[config.mk]
export PLATFORM = sky130hd
export DESIGN_NAME = filt_streamer
export DESIGN_NICKNAME = d
export VERILOG_FILES = /design/src/rtl/conv_pkg.sv /design/src/rtl/skid_fifo2.sv /design/src/rtl/filt_streamer.sv
export SDC_FILE = /design/constraint.sdc
export NUM_CORES = 1
export LEC_CHECK = 0
export ABC_AREA = 1
export BUFFER_PORTS_ARGS = -buffer_cell sky130_fd_sc_hd__buf_4
export CORE_ASPECT_RATIO = 0.5
export CORE_MARGIN = 3
export CORE_UTILIZATION = 30
export DETAILED_ROUTE_END_ITERATION = 16
export SKIP_LAST_GASP = 1
export SLEW_MARGIN = 40
export SYNTH_ARGS = -nofsm -noshare
export SYNTH_HDL_FRONTEND = slang
export SYNTH_SLANG_ARGS = --single-unit
[constraint.sdc]
create_clock -name clk -period 2 [get_ports clk]
set_input_delay 0.3 -clock clk [delete_from_list [all_inputs] [get_ports clk]]
set_output_delay 0.3 -clock clk [all_outputs]
set_load 0.005 [all_outputs]
[src/rtl/conv_pkg.sv]
// Shared definitions for the filtered-image streamer: bus widths, FSM states
// and the layout of one buffered pixel (data plus row/frame markers).
package conv_pkg;

  localparam int ADDR_W  = 16;
  localparam int PIX_W   = 8;
  localparam int ENTRY_W = PIX_W + 2;

  typedef enum logic [1:0] {
    IDLE  = 2'd0,
    READ  = 2'd1,
    DRAIN = 2'd2,
    DONE  = 2'd3
  } state_t;

  typedef struct packed {
    logic [PIX_W-1:0] data;
    logic             sol;
    logic             last;
  } pix_t;

endpackage

[src/rtl/skid_fifo2.sv]
// Two-entry FIFO with the head always held in entry 0, so dout is a plain
// register output and stays stable while the consumer stalls.
module skid_fifo2
  import conv_pkg::*;
(
  input  logic               clk,
  input  logic               rst,
  input  logic               push,
  input  logic [ENTRY_W-1:0] din,
  input  logic               pop,
  output logic [ENTRY_W-1:0] dout,
  output logic               empty,
  output logic [1:0]         count
);

  logic [ENTRY_W-1:0] entry0;
  logic [ENTRY_W-1:0] entry1;
  logic [1:0]         cnt;
  logic               do_pop;
  logic               do_push;

  assign do_pop  = pop && (cnt != 2'd0);
  assign do_push = push && ((cnt != 2'd2) || do_pop);

  // NOTE: the two storage entries are reset as well, because dout feeds the
  // out_data port directly and that port must read 0 during reset.
  always_ff @(posedge clk or posedge rst) begin
    if (rst) begin
      entry0 <= '0;
      entry1 <= '0;
      cnt    <= 2'd0;
    end else begin
      unique case ({do_push, do_pop})
        2'b10: begin
          if (cnt == 2'd0) entry0 <= din;
          else             entry1 <= din;
          cnt <= cnt + 2'd1;
        end
        2'b01: begin
          entry0 <= entry1;
          cnt    <= cnt - 2'd1;
        end
        2'b11: begin
          // Occupancy unchanged: the new word lands behind whatever remains.
          if (cnt == 2'd1) begin
            entry0 <= din;
          end else begin
            entry0 <= entry1;
            entry1 <= din;
          end
        end
        default: ;
      endcase
    end
  end

  assign dout  = entry0;
  assign empty = (cnt == 2'd0);
  assign count = cnt;

endmodule

[src/rtl/filt_streamer.sv]
// Reads a filtered image out of a one-cycle-latency RAM in raster order and
// presents it as a ready/valid pixel stream with start-of-row and end-of-frame.
module filt_streamer
  import conv_pkg::*;
#(
  parameter int IMG_W = 254,
  parameter int IMG_H = 254
) (
  input  logic              clk,
  input  logic              rst,
  input  logic              start,
  output logic              busy,
  output logic              done,
  output logic              rd_en,
  output logic [ADDR_W-1:0] rd_addr,
  input  logic [PIX_W-1:0]  rd_data,
  output logic [PIX_W-1:0]  out_data,
  output logic              out_valid,
  input  logic              out_ready,
  output logic              out_sol,
  output logic              out_last
);

  localparam int                N         = IMG_W * IMG_H;
  localparam logic [ADDR_W-1:0] LAST_ADDR = ADDR_W'(N - 1);
  localparam logic [ADDR_W-1:0] COL_LAST  = ADDR_W'(IMG_W - 1);

  state_t             state;
  logic [ADDR_W-1:0]  col;
  logic               inflight;
  logic               inflight_sol;
  logic               inflight_last;
  logic [1:0]         fifo_count;
  logic               fifo_empty;
  logic [ENTRY_W-1:0] fifo_dout;
  pix_t               head;
  pix_t               push_pix;
  logic               pop;

  assign head      = pix_t'(fifo_dout);
  assign out_valid = !fifo_empty;
  assign out_data  = head.data;
  assign out_sol   = head.sol;
  assign out_last  = head.last;
  assign pop       = out_valid && out_ready;

  // A read is only issued if its data is guaranteed a FIFO slot on return,
  // counting the pop happening this very cycle.
  assign rd_en = (state == READ) &&
                 (({1'b0, fifo_count} + {2'b00, inflight}) < (3'd2 + {2'b00, pop}));

  assign push_pix = '{data: rd_data, sol: inflight_sol, last: inflight_last};

  // Markers travel alongside the read so they line up with returning data.
  // NOTE: all sequential state uses non-blocking assignments so every register
  // samples pre-edge values regardless of statement order.
  always_ff @(posedge clk or posedge rst) begin
    if (rst) begin
      inflight      <= 1'b0;
      inflight_sol  <= 1'b0;
      inflight_last <= 1'b0;
    end else begin
      inflight <= rd_en;
      if (rd_en) begin
        inflight_sol  <= (col == '0);
        inflight_last <= (rd_addr == LAST_ADDR);
      end
    end
  end

  always_ff @(posedge clk or posedge rst) begin
    if (rst) begin
      state   <= IDLE;
      rd_addr <= '0;
      col     <= '0;
      busy    <= 1'b0;
      done    <= 1'b0;
    end else begin
      done <= 1'b0;
      unique case (state)
        IDLE: begin
          if (start) begin
            state   <= READ;
            busy    <= 1'b1;
            rd_addr <= '0;
            col     <= '0;
          end
        end
        READ: begin
          if (rd_en) begin
            if (rd_addr == LAST_ADDR) begin
              state <= DRAIN;
            end else begin
              rd_addr <= rd_addr + ADDR_W'(1);
              col     <= (col == COL_LAST) ? '0 : col + ADDR_W'(1);
            end
          end
        end
        DRAIN: begin
          if (pop && head.last) begin
            state <= DONE;
            busy  <= 1'b0;
            done  <= 1'b1;
          end
        end
        DONE: begin
          state <= IDLE;
        end
        default: state <= IDLE;
      endcase
    end
  end

  skid_fifo2 u_fifo (
    .clk  (clk),
    .rst  (rst),
    .push (inflight),
    .din  (push_pix),
    .pop  (pop),
    .dout (fifo_dout),
    .empty(fifo_empty),
    .count(fifo_count)
  );

endmodule
==> impl_metrics.py, run 1 <==
metrics = {
    "outcome": {
        "status": "finished with violations",
        "failed_checks": "hold timing",
    },
    "detailed_routing": {
        "drcViolationCount": 0,
        "num_vias": 3451,
        "maxUsedRoutingLayer": "met4",
        "drt_iter0_drc": 167,
        "wl_met1_mm": 4.533,
        "met3_wirelength_um": 492,
        "met2_wirelength_mm": 3.896,
        "drt_wl_total_mm": 9.014,
        "routedWlPerCell_um": 11.72,
        "firstDrtPassIters": 5,
        "ant_nets": 0,
        "viasPerCell": 4.488,
    },
    "die": {
        "die_w_um": 164.2,
        "fp-row-count": 28,
        "fp.dieH_um": 85.10,
        "start_util_pct": 31.24,
        "placeableCoreArea_um2": 12020,
        "die_area_um2": 13970,
        "ios": 42,
    },
    "placed_design": {
        "place_ws_ns": 0.1110,
        "place.gp.congestion": 0.8129,
        "dpl_cell_area_um2": 4283,
        "hpwl_mm": 6.209,
        "portBuffers": 41,
    },
    "logic_synthesis": {
        "ys_seq_area_share_pct": 40.67,
        "synth_warnings": 0,
        "ys_seq_elements": 61,
        "synth_area_leaders": "dfrtp_1 (41%), nand2_1 (22%), nor2_1 (7.9%), inv_1 (5.1%), nand3_1 (4.4%)",
        "netlist_area_um2": 3754,
        "syn_area_per_cell_um2": 6.875,
        "yosysTopAreaCellShare_pct": 40.67,
        "syn-num-nets": 571,
        "synth_top_cell_by_area": "dfrtp_1",
        "post_synth_num_cell_types": 28,
        "syn_inst": 546,
    },
    "power": {
        "intPower_w": 0.003421,
        "p_total_w": 0.005699,
        "cellPowerDensity_nw_per_um2": 1229,
        "clockPowerShare_pct": 27.3,
        "switchingPower_w": 0.002278,
        "combPwrFrac_pct": 41.9,
        "pwr-share-seq_pct": 30.8,
        "vdd_drop_max_mv": 0.7037,
        "power.share.switching_pct": 39.97,
        "p_leak_nw": 2.284,
    },
    "cts": {
        "insertion_delay_ns": 0.34,
        "cts.clk_slew.worst_paths_ns": 0.06,
        "cts-buffers-inserted": 9,
        "cts_tree": "built",
        "root_buffer": "clkbuf_16",
        "cts_htree_levels": 3,
        "clock-sinks": 61,
        "cts_buffer_depth": 2,
    },
    "finish": {
        "stdcell_area_um2": 4638,
        "final_cell_mix": "nand2_1 (217), nor2_1 (78), dfrtp_1 (61), buf_4 (54), inv_1 (49)",
        "layout.cells.most_common": "nand2_1",
        "diodes": 0,
        "drive_above_1_share_pct": 15.07,
        "syn2layout_area_growth_pct": 23.57,
        "finish.net_count": 624,
    },
    "global_route": {
        "antenna_found_initial": 0,
        "grt_max_degree": 42,
        "grt_pass1_wl_mm": 15.61,
        "grt_pass1_vias": 3293,
        "grt_overflow": 0,
        "grt_usage_pct": 13.79,
    },
    "sta": {
        "maxSlewHeadroom_pct": 67.44,
        "drv_slew": 0,
        "setup_tns_ns": 0,
        "hold_violations": 4,
        "worst_pin_slew_ns": 0.4877,
        "final-setup-viol-count": 0,
        "fmax_mhz": 537.2,
        "rsz0062_at_grt": "no",
        "fin_crit_sh_pct": 93.08,
        "hold_ws_ns": -0.006520,
        "worst_clock_skew_ns": 0.007029,
        "post-route-min-period_ns": 1.862,
        "setup_ws_ns": 0.1384,
    },
    "worst_setup_path": {
        "cp_max_fo": 3,
        "startpoint_type": "register",
        "crit_arrival_ns": 1.56,
        "cp.required_ns": 1.70,
        "crit_type": "register to output pin",
        "crit_path_end_kind": "output pin",
    },
    "worst_hold_path": {
        "hold_path.class": "input pin to async pin",
    },
    "flow_run": {
        "cap_violations": 0,
    },
}
==> critical path, cell delays in order (launching register included) <==
cell and delay, ns:
dfrtp_1 0.40, ha_1 0.21, ha_1 0.27, nand2_1 0.09, nand3_2 0.08, inv_2 0.08, buf_4 0.10
==> final timing paths <==
kind / slack (ns) / endpoint / cells after the start / startpoint
setup / recovery: 0.14 / rd_en / 6 / inflight
hold / removal: -0.007 / col[6] / 2 / rst
setup reg to reg: 0.18 / rd_addr[2] / 10 / inflight
hold reg to reg: 0.49 / u_fifo.entry1[6] / 2 / u_fifo.entry1[6]
max in group asynchronous: 1.42 / rd_addr[0] / 3 / rst
min in group clk: 0.23 / u_fifo.entry1[6] / 3 / rd_data[4]
==> per-stage QoR <==
step / utilization (%) / std cells
detailed placement: 35.64 / 749
global route: 38.60 / 769
finish: 38.60 / 769
floorplan: - / 546
global placement: 35.64 / 749
CTS: 38.18 / 765
==> final cells by class <==
type	count	area, um^2
Sequential cell	61	1526
Timing Repair Buffer	56	445.4
Clock buffer	9	225.2
Fill cell	1254	7378
Clock inverter	7	75.07
Tap cell	165	206.4
Multi-Input combinational cell	418	1961
Inverter	53	198.9
==> power by group through the flow <==
| stage | combinational [W] | sequential, W | clock, W |
|---|---|---|---|
| after floorplan | 0.00163 | 0.00174 | 0 |
| after global placement | 0.00223 | 0.00177 | 0 |
| after detailed placement | 0.00224 | 0.00178 | 0 |
| after CTS | 0.00226 | 0.00176 | 0.00160 |
| after global routing | 0.00273 | 0.00180 | 0.00166 |
| final | 0.00239 | 0.00175 | 0.00156 |
==> per-layer routing <==
| layer | vias up | track usage [%] |
|---|---|---|
| li1 | 1821 | - |
| met1 | 1567 | 18.13 |
| met2 | 55 | 22.16 |
| met3 | 8 | 4.242 |
| met4 | 0 | 3.607 |
| met5 | - | 0 |
==> cell usage after synthesis <==
master	count
a21oi_1	2
a31oi_1	9
buf_2	5
buf_6	5
clkbuf_1	5
clkinv_1	1
dfrtp_1	61
ha_1	13
inv_1	51
inv_2	1
nand2_1	217
nand2_2	5
nand2_4	1
nand3_1	33
nand3b_1	1
nand4_1	15
nor2_1	79
nor2_2	2
nor2_8	1
nor3_1	2
nor3b_1	2
o211ai_1	3
o21ai_0	18
o21ai_1	1
o21bai_1	4
or2_2	2
xnor2_1	2
xor2_1	5
==> state kept, by name (all words and copies together) (netlist names) <==
register,cells
busy,1
col,16
done,1
inflight,1
inflight_last,1
inflight_sol,1
rd_addr,16
state,2
u_fifo.count,2
u_fifo.dout,10
u_fifo.entry1,10
==> cells by family (layout without fill, tap and decap cells) <==
family	after synthesis	in the layout	share of synthesized area [%]
XOR/XNOR	7	7	1.633
AND/OR/NAND/NOR	360	361	39.70
flip-flops	61	61	40.67
AO/OA/AOI/OAI	37	37	5.700
buffers and inverters	68	125	7.966
adder cells (fa/ha/maj)	13	13	4.333
==> repair_timing <==
item | in CTS | in global routing
hold buffers | 0 | 0
gates resized for setup | 2 | 5
cloned | 0 | 1
setup buffers | 0 | 3
endpoints found under the hold margin | 0 | 0
pin swaps | 0 | 1
endpoints found under the setup margin | 1 | 35
(Power assumes the default switching activity.)
==> run 2, diff against run 1 <==
--- a/config.mk
+++ b/config.mk
@@ -11,6 +11,7 @@
 export CORE_MARGIN = 3
 export CORE_UTILIZATION = 30
 export DETAILED_ROUTE_END_ITERATION = 16
+export REMOVE_ABC_BUFFERS = 1
 export SKIP_LAST_GASP = 1
 export SLEW_MARGIN = 40
 export SYNTH_ARGS = -nofsm -noshare
==> impl_metrics.py, run 2 (synthesis gave the netlist of run 1 again) <==
metrics = {
    "worst_setup_path": {
        "cp_slowest_cell": "dfrtp_1",
        "path_depth": 8,
        "rr_endpoint": "rd_addr[12]",
        "cp_top_family": "flip-flops",
        "critical_path.cell_chain": "inv_1, ha_1, nor2_2, nand2_1, nand2_1, nand3_2, inv_2, buf_4",
        "cp.required_ns": 1.70,
        "reg2regPathDepth": 10,
        "cp-endpoint": "rd_en",
        "startpoint_type": "register",
        "crit_start": "u_fifo.count[1]",
        "crit_type": "register to output pin",
        "cp_max_fo": 4,
        "r2r-start": "u_fifo.count[1]",
        "critPathBufInv": 3,
        "path_common_cell": "nand2_1",
        "crit_path_end_kind": "output pin",
        "slowest_delay_ns": 0.39,
        "crit_arrival_ns": 1.57,
        "timing.reg2reg.setup_slack_ns": 0.13,
    },
    "sta": {
        "maxSlewHeadroom_pct": 74.61,
        "drv_slew": 0,
        "hold_violations": 0,
        "worst_clock_skew_ns": 0.007535,
        "setup_tns_ns": 0,
        "hold_ws_ns": 0.03470,
        "post-route-min-period_ns": 1.872,
        "worst_pin_slew_ns": 0.3806,
        "fmax_mhz": 534.2,
        "final-setup-viol-count": 0,
        "rsz0062_at_grt": "yes",
        "setup_ws_ns": 0.1281,
        "fin_crit_sh_pct": 93.59,
    },
    "finish": {
        "diodes": 0,
        "top_regs": "col: 16 flops, rd_addr: 16 flops",
        "seq_area_um2": 1526,
        "finish.utilization_pct": 38.71,
        "fillers": 1264,
        "finish.net_count": 625,
        "drive_above_1_share_pct": 14.71,
        "final_cell_mix": "nand2_1 (217), nor2_1 (78), dfrtp_1 (61), buf_4 (55), inv_1 (49)",
        "syn2layout_area_growth_pct": 23.93,
        "layout.cells.most_common": "nand2_1",
        "multi_input_area_um2": 1949,
    },
    "detailed_routing": {
        "ant_nets": 0,
        "drt_iter0_drc": 202,
        "num_vias": 3439,
        "firstDrtPassIters": 4,
        "viasPerCell": 4.466,
        "drt_wl_total_mm": 9.104,
        "drcViolationCount": 0,
        "routedWlPerCell_um": 11.82,
    },
    "global_route": {
        "grt_usage_pct": 13.50,
        "grt_pass1_wl_mm": 15.38,
        "antenna_found_initial": 0,
        "grt_max_degree": 62,
        "grt_pass1_vias": 3172,
        "grt_overflow": 0,
    },
    "outcome": {
        "status": "finished clean",
    },
    "power": {
        "p_leak_nw": 2.284,
        "p_total_w": 0.005809,
        "vdd_drop_max_mv": 0.5892,
        "cellPowerDensity_nw_per_um2": 1249,
    },
    "cts": {
        "cts-buffers-inserted": 9,
        "insertion_delay_ns": 0.34,
        "cts_tree": "built",
        "cts.clk_slew.worst_paths_ns": 0.06,
        "clock-sinks": 61,
        "cts_hold_buf": 0,
        "root_buffer": "clkbuf_16",
        "cts_buffer_depth": 2,
        "cts_htree_levels": 3,
    },
    "die": {
        "fp.dieH_um": 85.10,
        "start_util_pct": 31.24,
        "die_area_um2": 13970,
        "ios": 42,
        "placeableCoreArea_um2": 12020,
        "fp-row-count": 28,
        "die_w_um": 164.2,
    },
    "placed_design": {
        "place_ws_ns": 0.1291,
        "portBuffers": 41,
        "place.gp.congestion": 0.8099,
        "hpwl_mm": 6.044,
    },
    "flow_run": {
        "cap_violations": 0,
    },
    "worst_hold_path": {
        "hold_path.class": "input pin to async pin",
    },
}
-- run 2: worst min-delay path by stage --
stage	start	endpoint	slack, ns	cells after the start
2_1_floorplan	rd_data[0]	u_fifo.entry1[2]	0.45	2
3_3_place_gp	rst	col[2]	0.41	3
3_5_place_dp	rst	col[2]	0.40	3
4_1_cts	rst	col[2]	0.04	3
5_1_grt	rst	col[2]	0.07	3
6_report	rst	col[2]	0.03	3
-- run 2: where the power goes --
part           leakage [nW]  total, W  internal, W  switching, W
Combinational          1.34   0.00238     0.000903       0.00148
Sequential            0.798   0.00175      0.00154      0.000208
Clock                 0.150   0.00168      0.00110      0.000583
Total                  2.28   0.00581      0.00354       0.00227
-- run 2: timing repair --
item                                   4_1_cts  5_1_grt
setup endpoints to repair                    1       35
gates cloned                                 0        1
pin swaps                                    0        3
gates resized for setup                      2        3
setup buffers                                0        3
endpoints found under the hold margin        0        0
-- run 2: routing by layer --
layer  global-route usage, %  routed length (um)
met3                   3.364                 456
met1                   18.21                4540
met5                       0                   0
met4                   4.144                 134
met2                   21.45                3973
-- run 2: worst register-to-register path, cell delays in order (launching register included) --
cell and delay (ns):
dfrtp_1 0.39, inv_1 0.09, ha_1 0.22, nor2_2 0.13, nand2_1 0.06, nand2_1 0.08
nand2_1 0.08, a21oi_1 0.21, nand2_4 0.27, nand2_1 0.15, nand2_1 0.06
-- run 2: through the flow --
step                      cells  area, um^2
final                       770        4652
after global routing        770        4652
after CTS                   766        4603
after detailed placement    750        4278
after global placement      750        4278
after floorplan             531        3654
-- run 2: final cells by class --
class / count / share of cell area, %
Clock buffer: 11 / 5.003
Inverter: 53 / 4.276
Sequential cell: 61 / 32.81
Timing Repair Buffer: 57 / 9.736
Multi-Input combinational cell: 418 / 41.90
Tap cell: 165 / 4.438
Clock inverter: 5 / 1.829
